File: config.mk
export PLATFORM = sky130hd
export DESIGN_NAME = dead_time_monitor_flat
export DESIGN_NICKNAME = d
export VERILOG_FILES = /design/src/rtl/pwm_pkg.sv /design/src/rtl/dead_time_monitor_if.sv /design/src/rtl/dead_time_monitor.sv /design/src/flat_wrapper.sv
export SDC_FILE = /design/constraint.sdc
export NUM_CORES = 1
export LEC_CHECK = 0
export BUFFER_PORTS_ARGS = -buffer_cell sky130_fd_sc_hd__buf_2
export CAP_MARGIN = 20
export CORE_AREA = 2 2 88 90
export CTS_CLUSTER_SIZE = 25
export DETAILED_ROUTE_END_ITERATION = 16
export DIE_AREA = 0 0 90 92
export PLACE_DENSITY_LB_ADDON = 0.1
export SLEW_MARGIN = 10
export SYNTH_ARGS = -nofsm -noshare
export SYNTH_HDL_FRONTEND = slang
export SYNTH_SLANG_ARGS = --single-unit
File: constraint.sdc
create_clock -name clk -period 2.1 [get_ports clk]
set_input_delay 0 -clock clk [delete_from_list [all_inputs] [get_ports clk]]
set_output_delay 0 -clock clk [all_outputs]
set_load 0.1 [all_outputs]
File: src/rtl/pwm_pkg.sv
// Shared PWM-leg definitions: FSM states, last-conducting-gate tracking and fault codes.
// Used by the dead-time, monitor and SVM blocks.
package pwm_pkg;

  typedef enum logic [1:0] {
    ST_GAP   = 2'd0,
    ST_HI_ON = 2'd1,
    ST_LO_ON = 2'd2,
    ST_FAULT = 2'd3
  } dt_state_e;

  typedef enum logic [1:0] {
    LAST_NONE = 2'd0,
    LAST_HI   = 2'd1,
    LAST_LO   = 2'd2
  } last_gate_e;

  localparam logic [1:0] FC_NONE     = 2'b00;
  localparam logic [1:0] FC_OVERLAP  = 2'b01;
  localparam logic [1:0] FC_DT_SHORT = 2'b10;

endpackage

File: src/rtl/dead_time_monitor_if.sv
// Gate-pair monitor bundle: gate commands and clear request in, protection status out.
interface dead_time_monitor_if #(
  parameter int CNT_W  = 11,
  parameter int FCNT_W = 8
);
  logic              gate_hi;
  logic              gate_lo;
  logic              fault_clr;
  logic              gate_en;
  logic              fault;
  logic [1:0]        fault_code;
  logic [CNT_W-1:0]  dt_meas;
  logic              dt_valid;
  logic [FCNT_W-1:0] fault_cnt;

  modport master (
    output gate_hi, gate_lo, fault_clr,
    input  gate_en, fault, fault_code, dt_meas, dt_valid, fault_cnt
  );

  modport slave (
    input  gate_hi, gate_lo, fault_clr,
    output gate_en, fault, fault_code, dt_meas, dt_valid, fault_cnt
  );
endinterface

File: src/rtl/dead_time_monitor.sv
// Per-leg dead-time monitor: measures hi/lo hand-over gaps, latches overlap or short-gap faults
// and withholds gate_en until a clear request arrives with both gates off.
module dead_time_monitor
  import pwm_pkg::*;
#(
  parameter int CNT_W  = 11,
  parameter int DT_MIN = 195,
  parameter int FCNT_W = 8
) (
  input logic               clk,
  input logic               rst_n,
  dead_time_monitor_if.slave mon
);

  localparam logic [CNT_W-1:0]  CNT_MAX  = '1;
  localparam logic [FCNT_W-1:0] FCNT_MAX = '1;
  localparam logic [CNT_W-1:0]  DT_MIN_C = CNT_W'(DT_MIN);

  dt_state_e         state;
  last_gate_e        last;
  logic [CNT_W-1:0]  cnt;
  logic              gate_en_q;
  logic              fault_q;
  logic [1:0]        fault_code_q;
  logic [CNT_W-1:0]  dt_meas_q;
  logic              dt_valid_q;
  logic [FCNT_W-1:0] fault_cnt_q;

  logic       hi, lo;
  logic       fault_hit;
  logic [1:0] fault_cause;
  logic       meas_ok;
  last_gate_e cur_gate;

  assign hi       = mon.gate_hi;
  assign lo       = mon.gate_lo;
  assign cur_gate = hi ? LAST_HI : LAST_LO;

  // Fault and hand-over decode for the current sample.
  always_comb begin
    // NOTE: every output of this block gets a default first, so no path can infer a latch.
    fault_hit   = 1'b0;
    fault_cause = FC_NONE;
    meas_ok     = 1'b0;
    case (state)
      ST_GAP: begin
        if (hi && lo) begin
          fault_hit   = 1'b1;
          fault_cause = FC_OVERLAP;
        end else if ((hi ^ lo) && (last != LAST_NONE) && (cur_gate != last)) begin
          if (cnt < DT_MIN_C) begin
            fault_hit   = 1'b1;
            fault_cause = FC_DT_SHORT;
          end else begin
            meas_ok = 1'b1;
          end
        end
      end
      ST_HI_ON: if (lo) begin
        fault_hit   = 1'b1;
        fault_cause = hi ? FC_OVERLAP : FC_DT_SHORT;
      end
      ST_LO_ON: if (hi) begin
        fault_hit   = 1'b1;
        fault_cause = lo ? FC_OVERLAP : FC_DT_SHORT;
      end
      default: ;
    endcase
  end

  always_ff @(posedge clk or negedge rst_n) begin
    if (!rst_n) begin
      state        <= ST_GAP;
      last         <= LAST_NONE;
      cnt          <= '0;
      gate_en_q    <= 1'b1;
      fault_q      <= 1'b0;
      fault_code_q <= FC_NONE;
      dt_meas_q    <= '0;
      dt_valid_q   <= 1'b0;
      fault_cnt_q  <= '0;
    end else begin
      // NOTE: state is updated with non-blocking assignments so every register sees pre-edge values.
      dt_valid_q <= 1'b0;
      if (fault_hit) begin
        state        <= ST_FAULT;
        fault_q      <= 1'b1;
        gate_en_q    <= 1'b0;
        fault_code_q <= fault_cause;
        if (fault_cnt_q != FCNT_MAX) fault_cnt_q <= fault_cnt_q + 1'b1;
      end else begin
        case (state)
          ST_GAP: begin
            if (!hi && !lo) begin
              if (cnt != CNT_MAX) cnt <= cnt + 1'b1;
            end else begin
              state <= hi ? ST_HI_ON : ST_LO_ON;
              last  <= cur_gate;
              if (meas_ok) begin
                dt_meas_q  <= cnt;
                dt_valid_q <= 1'b1;
              end
            end
          end
          // The cycle a gate falls already counts as the first gap cycle.
          ST_HI_ON: if (!hi) begin
            state <= ST_GAP;
            cnt   <= CNT_W'(1);
          end
          ST_LO_ON: if (!lo) begin
            state <= ST_GAP;
            cnt   <= CNT_W'(1);
          end
          ST_FAULT: if (mon.fault_clr && !hi && !lo) begin
            state        <= ST_GAP;
            last         <= LAST_NONE;
            cnt          <= '0;
            fault_q      <= 1'b0;
            fault_code_q <= FC_NONE;
            gate_en_q    <= 1'b1;
          end
          default: state <= ST_GAP;
        endcase
      end
    end
  end

  assign mon.gate_en    = gate_en_q;
  assign mon.fault      = fault_q;
  assign mon.fault_code = fault_code_q;
  assign mon.dt_meas    = dt_meas_q;
  assign mon.dt_valid   = dt_valid_q;
  assign mon.fault_cnt  = fault_cnt_q;

endmodule

File: src/flat_wrapper.sv
// flat-port wrapper written by rule: the top's interface ports become plain ports
module dead_time_monitor_flat import pwm_pkg::*;
#(
  parameter int CNT_W  = 11,
  parameter int DT_MIN = 195,
  parameter int FCNT_W = 8
)
  (clk, rst_n, mon_gate_hi, mon_gate_lo, mon_fault_clr, mon_gate_en, mon_fault, mon_fault_code, mon_dt_meas, mon_dt_valid, mon_fault_cnt);
  dead_time_monitor_if #(.CNT_W(CNT_W), .FCNT_W(FCNT_W)) mon_i ();
  input logic clk;
  input logic rst_n;
  input wire logic [$bits(mon_i.gate_hi)-1:0] mon_gate_hi;
  input wire logic [$bits(mon_i.gate_lo)-1:0] mon_gate_lo;
  input wire logic [$bits(mon_i.fault_clr)-1:0] mon_fault_clr;
  output wire logic [$bits(mon_i.gate_en)-1:0] mon_gate_en;
  output wire logic [$bits(mon_i.fault)-1:0] mon_fault;
  output wire logic [$bits(mon_i.fault_code)-1:0] mon_fault_code;
  output wire logic [$bits(mon_i.dt_meas)-1:0] mon_dt_meas;
  output wire logic [$bits(mon_i.dt_valid)-1:0] mon_dt_valid;
  output wire logic [$bits(mon_i.fault_cnt)-1:0] mon_fault_cnt;
  assign mon_i.gate_hi = mon_gate_hi;
  assign mon_i.gate_lo = mon_gate_lo;
  assign mon_i.fault_clr = mon_fault_clr;
  assign mon_gate_en = mon_i.gate_en;
  assign mon_fault = mon_i.fault;
  assign mon_fault_code = mon_i.fault_code;
  assign mon_dt_meas = mon_i.dt_meas;
  assign mon_dt_valid = mon_i.dt_valid;
  assign mon_fault_cnt = mon_i.fault_cnt;
  dead_time_monitor #(.CNT_W(CNT_W), .DT_MIN(DT_MIN), .FCNT_W(FCNT_W)) u_core (.clk(clk), .rst_n(rst_n), .mon(mon_i));
endmodule
# Word-level counts from Yosys, hierarchy flattened
# Index checks and enable logic that the tools add are counted.
dict set report word_totals {
  ff_bits 39
  in_bits 5
  out_inout_bits 24
}
dict set report classes {
  n_addsub 2
  n_lt_le_gt_ge 1
  n_eq_ne 16
  n_mux 43
  bitwise 3
  reduce_logical 19
}
# operator n
set ops {}
lappend ops {{11-bit two-way mux} 5}
lappend ops {{11-bit one-hot mux with 4 select lines} 1}
lappend ops {{2-bit two-way mux} 14}
lappend ops {{1-bit two-way mux} 19}
lappend ops {{4-bit AND reduction} 3}
lappend ops {{11-bit by 1-bit adder with 11-bit output, second input constant} 1}
lappend ops {{11-bit by 8-bit < comparator with 1-bit output, second input constant} 1}
lappend ops {{11-bit inequality test, second input constant} 1}
lappend ops {{3-bit by 2-bit inequality test with 1-bit output, second input constant} 3}
lappend ops {{8-bit by 1-bit adder with 8-bit output, second input constant} 1}
lappend ops {{8-bit inequality test, second input constant} 1}
lappend ops {{2-bit one-hot mux with 4 select lines} 1}
lappend ops {{2-bit nonzero test} 4}
lappend ops {{1-bit logical AND} 6}
lappend ops {{2-bit by 1-bit inequality test with 1-bit output, second input constant} 3}
lappend ops {{2-bit inequality test, second input constant} 3}
lappend ops {{2-bit one-hot mux with 3 select lines} 1}
lappend ops {{6-bit AND reduction} 1}
lappend ops {{2-bit == test, second input constant} 2}
lappend ops {{2-bit one-hot mux with 2 select lines} 1}
lappend ops {{2-bit AND reduction} 2}
lappend ops {{3-bit by 1-bit inequality test with 1-bit output, second input constant} 1}
lappend ops {{1-bit one-hot mux with 3 select lines} 1}
lappend ops {{2-bit by 1-bit == test with 1-bit output, second input constant} 1}
lappend ops {{5 further kinds} 7}

# Depth between registers and ports, before layout
dict set report depth {
  ltp_word 10
  depth_mapped 9
  mapped_depth_nobuf 7
}

# Worst setup path before layout
# OpenSTA, ideal clock, no wires.
dict set report synth_path {
  kind {register to register}
  startpoint {register u_core.fault_cnt_q[0], in the netlist u_core.mon.fault_cnt[0]}
  endpoint {register u_core.fault_cnt_q[1], in the netlist u_core.mon.fault_cnt[1]}
  setup_time_ns 0.126
  arrival_time_ns 2.090
  t_required_ns 1.974
  path_slack_ns -0.115
  stages_incl_launch_ff 6
  path_buffers 0
  period_less_slack_ns 2.215
  path_cell_list {dfrtp_1 ha_1 and3_1 nand3_1 and2_1 mux2_2}
}
dict set report synth_between {
  elab_chain_len 2
  elab_cells_between_ends 3
  cone_classes {add/sub: 1; eq/ne: 1; reduce/logical: 1}
}
# item line
set synth_lines {}
lappend synth_lines {{start: declaration} dead_time_monitor.sv:27} ;# logic [FCNT_W-1:0] fault_cnt_q;
lappend synth_lines {{start signal: assignment} dead_time_monitor.sv:90} ;# if (fault_cnt_q != FCNT_MAX) fault_cnt_q <= fault_cnt_q + 1'b1;
lappend synth_lines {{parallel branches: the longest is 2 deep, another holds 8-bit by 1-bit adder with 8-bit output} -}
# Parallel ways; which one is timed is not known.
# A chain may end at the register's enable or synchronous reset.

# Worst setup path after layout
dict set report layout_path {
  startpoint {register u_core.state[1]}
  endpoint {register u_core.fault_cnt_q[6], in the netlist u_core.mon.fault_cnt[6]}
}
dict set report layout_between {
  elab_chain_len 3
  elab_cells_between_ends 5
  cone_classes {eq/ne: 2; mux: 1; reduce/logical: 2}
}
# item line
set layout_lines {}
lappend layout_lines {{start: declaration} dead_time_monitor.sv:19} ;# dt_state_e state;
lappend layout_lines {{start signal: assignment} dead_time_monitor.sv:97} ;# state <= hi ? ST_HI_ON : ST_LO_ON;
lappend layout_lines {{2-bit == test, or another cell as far along} dead_time_monitor.sv:45} ;# case (state)
lappend layout_lines {{1-bit one-hot mux with 3 select lines *} dead_time_monitor.sv:45}
lappend layout_lines {{2-bit AND reduction (no line) *} -}
# Mark *: on every way between the ends. The rest lies on a longest branch, timed or not.

==> flow_summary.toml <==
[timing]
slew_headroom = 0.574
rsz0062_at_grt = "yes"
hold_viol_final = 0
fin_worst_skew_ns = 0.00374
setup_viol_count_final = 0
period_needed_ns = 2.08
slew_violations = 0
post-route-period-util = 0.990
tightest_slew_ns = 0.639
max_freq_ghz = 0.481

[layout]
final_nets = 274
fin_area_sq_mm = 0.00278
diodes = 0
num-fill-cells = 793
syn2layout_area_growth_pct = 28.7
postLayoutCoreUtil = 0.374
drive_gt1_frac = 0.404

[synth]
synth_compound_area_frac = 0.142
synth_most_common_cell = "dfrtp_1"
syn_inst = 201
synthMuxAreaShare = 0.0966
synthesis.nets = 216
synth-seq-cells = 39
async_flop_share = 1.00
synth_edf_count = 0
yosys.area.top_type = "dfrtp_1"
synthAdderAreaFrac = 0.0579
ys_top_cells_by_count = "dfrtp_1 (38), mux2_2 (15), nand2_1 (13)"
yosys_warnings = 0
yosysSeqAreaShare = 0.452
syn_avg_cell_area_sq_um = 10.8
synth_top_area_frac = 0.440
synth_xor_area_frac = 0.0203
synth_flop_cell = "dfrtp_1"
synth_top_family_by_area = "simple AND/OR/NAND/NOR gates"
synth_area_leaders = "dfrtp_1 (44%), mux2_2 (7.8%), ha_1 (5.8%)"
ys_types = 46
netlist_area_sq_mm = 0.00216
synth-simple-area-share = 0.186

[clock_tree]
cts_root_buf = "clkbuf_8"
h-tree-depth = 2
cts_buffers = 5
clkLatencyLatePin_ns = 0.29
clock_path_buffers = 2
cts_sinks = 39
clk_pin_slew_ns = 0.09
cts_tree = "yes"

[placement]
numPortBuffers = 28
dpl_cell_area_sq_mm = 0.00261
hpwlAfterDp_mm = 4.01
gp_congestion = 0.783

[floorplanning]
core_sq_mm = 0.00745
die_y_um = 92
dieWidth_um = 90
rows = 32
io_pins = 29
start_util = 0.290
die-area_sq_mm = 0.00828

[drt]
wl_met1_mm = 2.79
wirelength_mm = 5.53
met3_length_um = 168
wl_per_cell_um = 15.3
drc = 0
viasPerCell = 4.92
drtIter0Drc = 60
drt_pass1_iterations = 4
ant_nets = 0
routed.top_layer = "met4"
detailroute.via_count = 1781
routed-wl-met2_mm = 2.55

[worst_setup_path]
crit_required_ns = 2.28
critPathCaptureType = "register"
cp-start-kind = "register"
ff2ff_setup_slack_ns = 0.02
path_max_fanout = 17
worstSetupPathType = "register to register"
cp.arrival_ns = 2.26

[min_path]
min_path_type = "primary input to register"

[global_routing]
grt_pass1_vias = 1757
grt_pass1_wl_mm = 9.17
grt_max_degree = 28
grtUsageTotal = 0.140
antenna_found_initial = 0
grt-ovfl-total = 0

[status]
status = "finished clean"

[flow_run]
drv_cap = 0
## timing repair
item | in CTS | in global routing
pin swaps | 2 | 2
cloned | 0 | 0
hold buffers | 1 | 0
gates resized for setup | 5 | 7
buffers inserted | 2 | 0
hold endpoints to repair | 25 | 0
endpoints found under the setup margin | 19 | 23
## critical path, stage by stage (launching register included)
cell and delay [ns]:
dfrtp_1 0.41, inv_2 0.06, ha_2 0.18, a222oi_1 0.44
o22ai_2 0.19, buf_4 0.23, nand4_1 0.13, mux2_2 0.34
## layout make-up
cell class / count / area [sq um] / area share
tap: 102 / 128 / 0.0459
timing repair buffer: 62 / 410 / 0.147
clock inverter: 3 / 43.8 / 0.0157
inverter: 6 / 22.5 / 0.00809
multi-input combinational: 145 / 1130 / 0.405
sequential: 39 / 983 / 0.353
clock buffer: 5 / 68.8 / 0.0247
## state kept, by name (all words and copies together) (netlist names)
signal,count
u_core.cnt,11
u_core.mon.dt_meas,11
u_core.mon.fault_cnt,8
u_core.last,2
u_core.mon.fault_code,2
u_core.state,2
u_core.mon.dt_valid,1
u_core.mon.fault,1
u_core.mon.gate_en,1
## worst paths after layout
path / to / cells after the start / start
max in group asynchronous: u_core.last[0] / 3 / rst_n
min reg2reg: u_core.mon.fault_cnt[4] / 1 / u_core.mon.fault_cnt[4]
min in group asynchronous: u_core.last[1] / 2 / rst_n
max: u_core.mon.fault_cnt[6] / 7 / u_core.state[1]
min: u_core.last[1] / 2 / mon_gate_hi
max reg2reg: u_core.mon.fault_cnt[6] / 7 / u_core.state[1]
## per-stage QoR
step	instances	setup WS [ns]	TNS, ns	hold WS [ns]
global placement	351	-0.0144	-0.0144	0.0791
finish	362	0.0213	0	0.0108
global route	362	-0.0962	-1.41	0.0348
detailed placement	351	-0.0962	-0.660	0.0778
floorplan	201	0.0230	0	-0.296
CTS	362	0.0166	0	0.00787
## cell usage in the layout, fill, tap and decap left out, types with 6 or more instances in the layout
master / instances
nand3b_1: 6
and3_1: 11
nand4_1: 6
dfrtp_1: 33
mux2_2: 15
ha_1: 7
buf_4: 32
nand2b_1: 6
nand2_1: 13
nand3_1: 11
buf_2: 28
o21ai_0: 9
## cells by family (layout without fill, tap and decap cells)
kind of cell	Yosys count	in the layout
and+or+nand+nor	70	70
AOI/OAI and AO/OA	41	41
DFF	39	39
muxes	19	19
buffers and inverters	17	76
adders and majority gates	10	10
xor gates and xnor gates	5	5
## routing by layer
| metal | global-route usage | vias to the layer above |
|---|---|---|
| met3 | 0.0337 | 2 |
| met5 | 0 | - |
| met1 | 0.189 | 880 |
| met4 | 0.0359 | 0 |
| li1 | - | 870 |
| met2 | 0.227 | 29 |
Power is left out: the tool's default activity adds up to more than one toggle a clock period on the data nets, which glitch-free logic cannot reach.
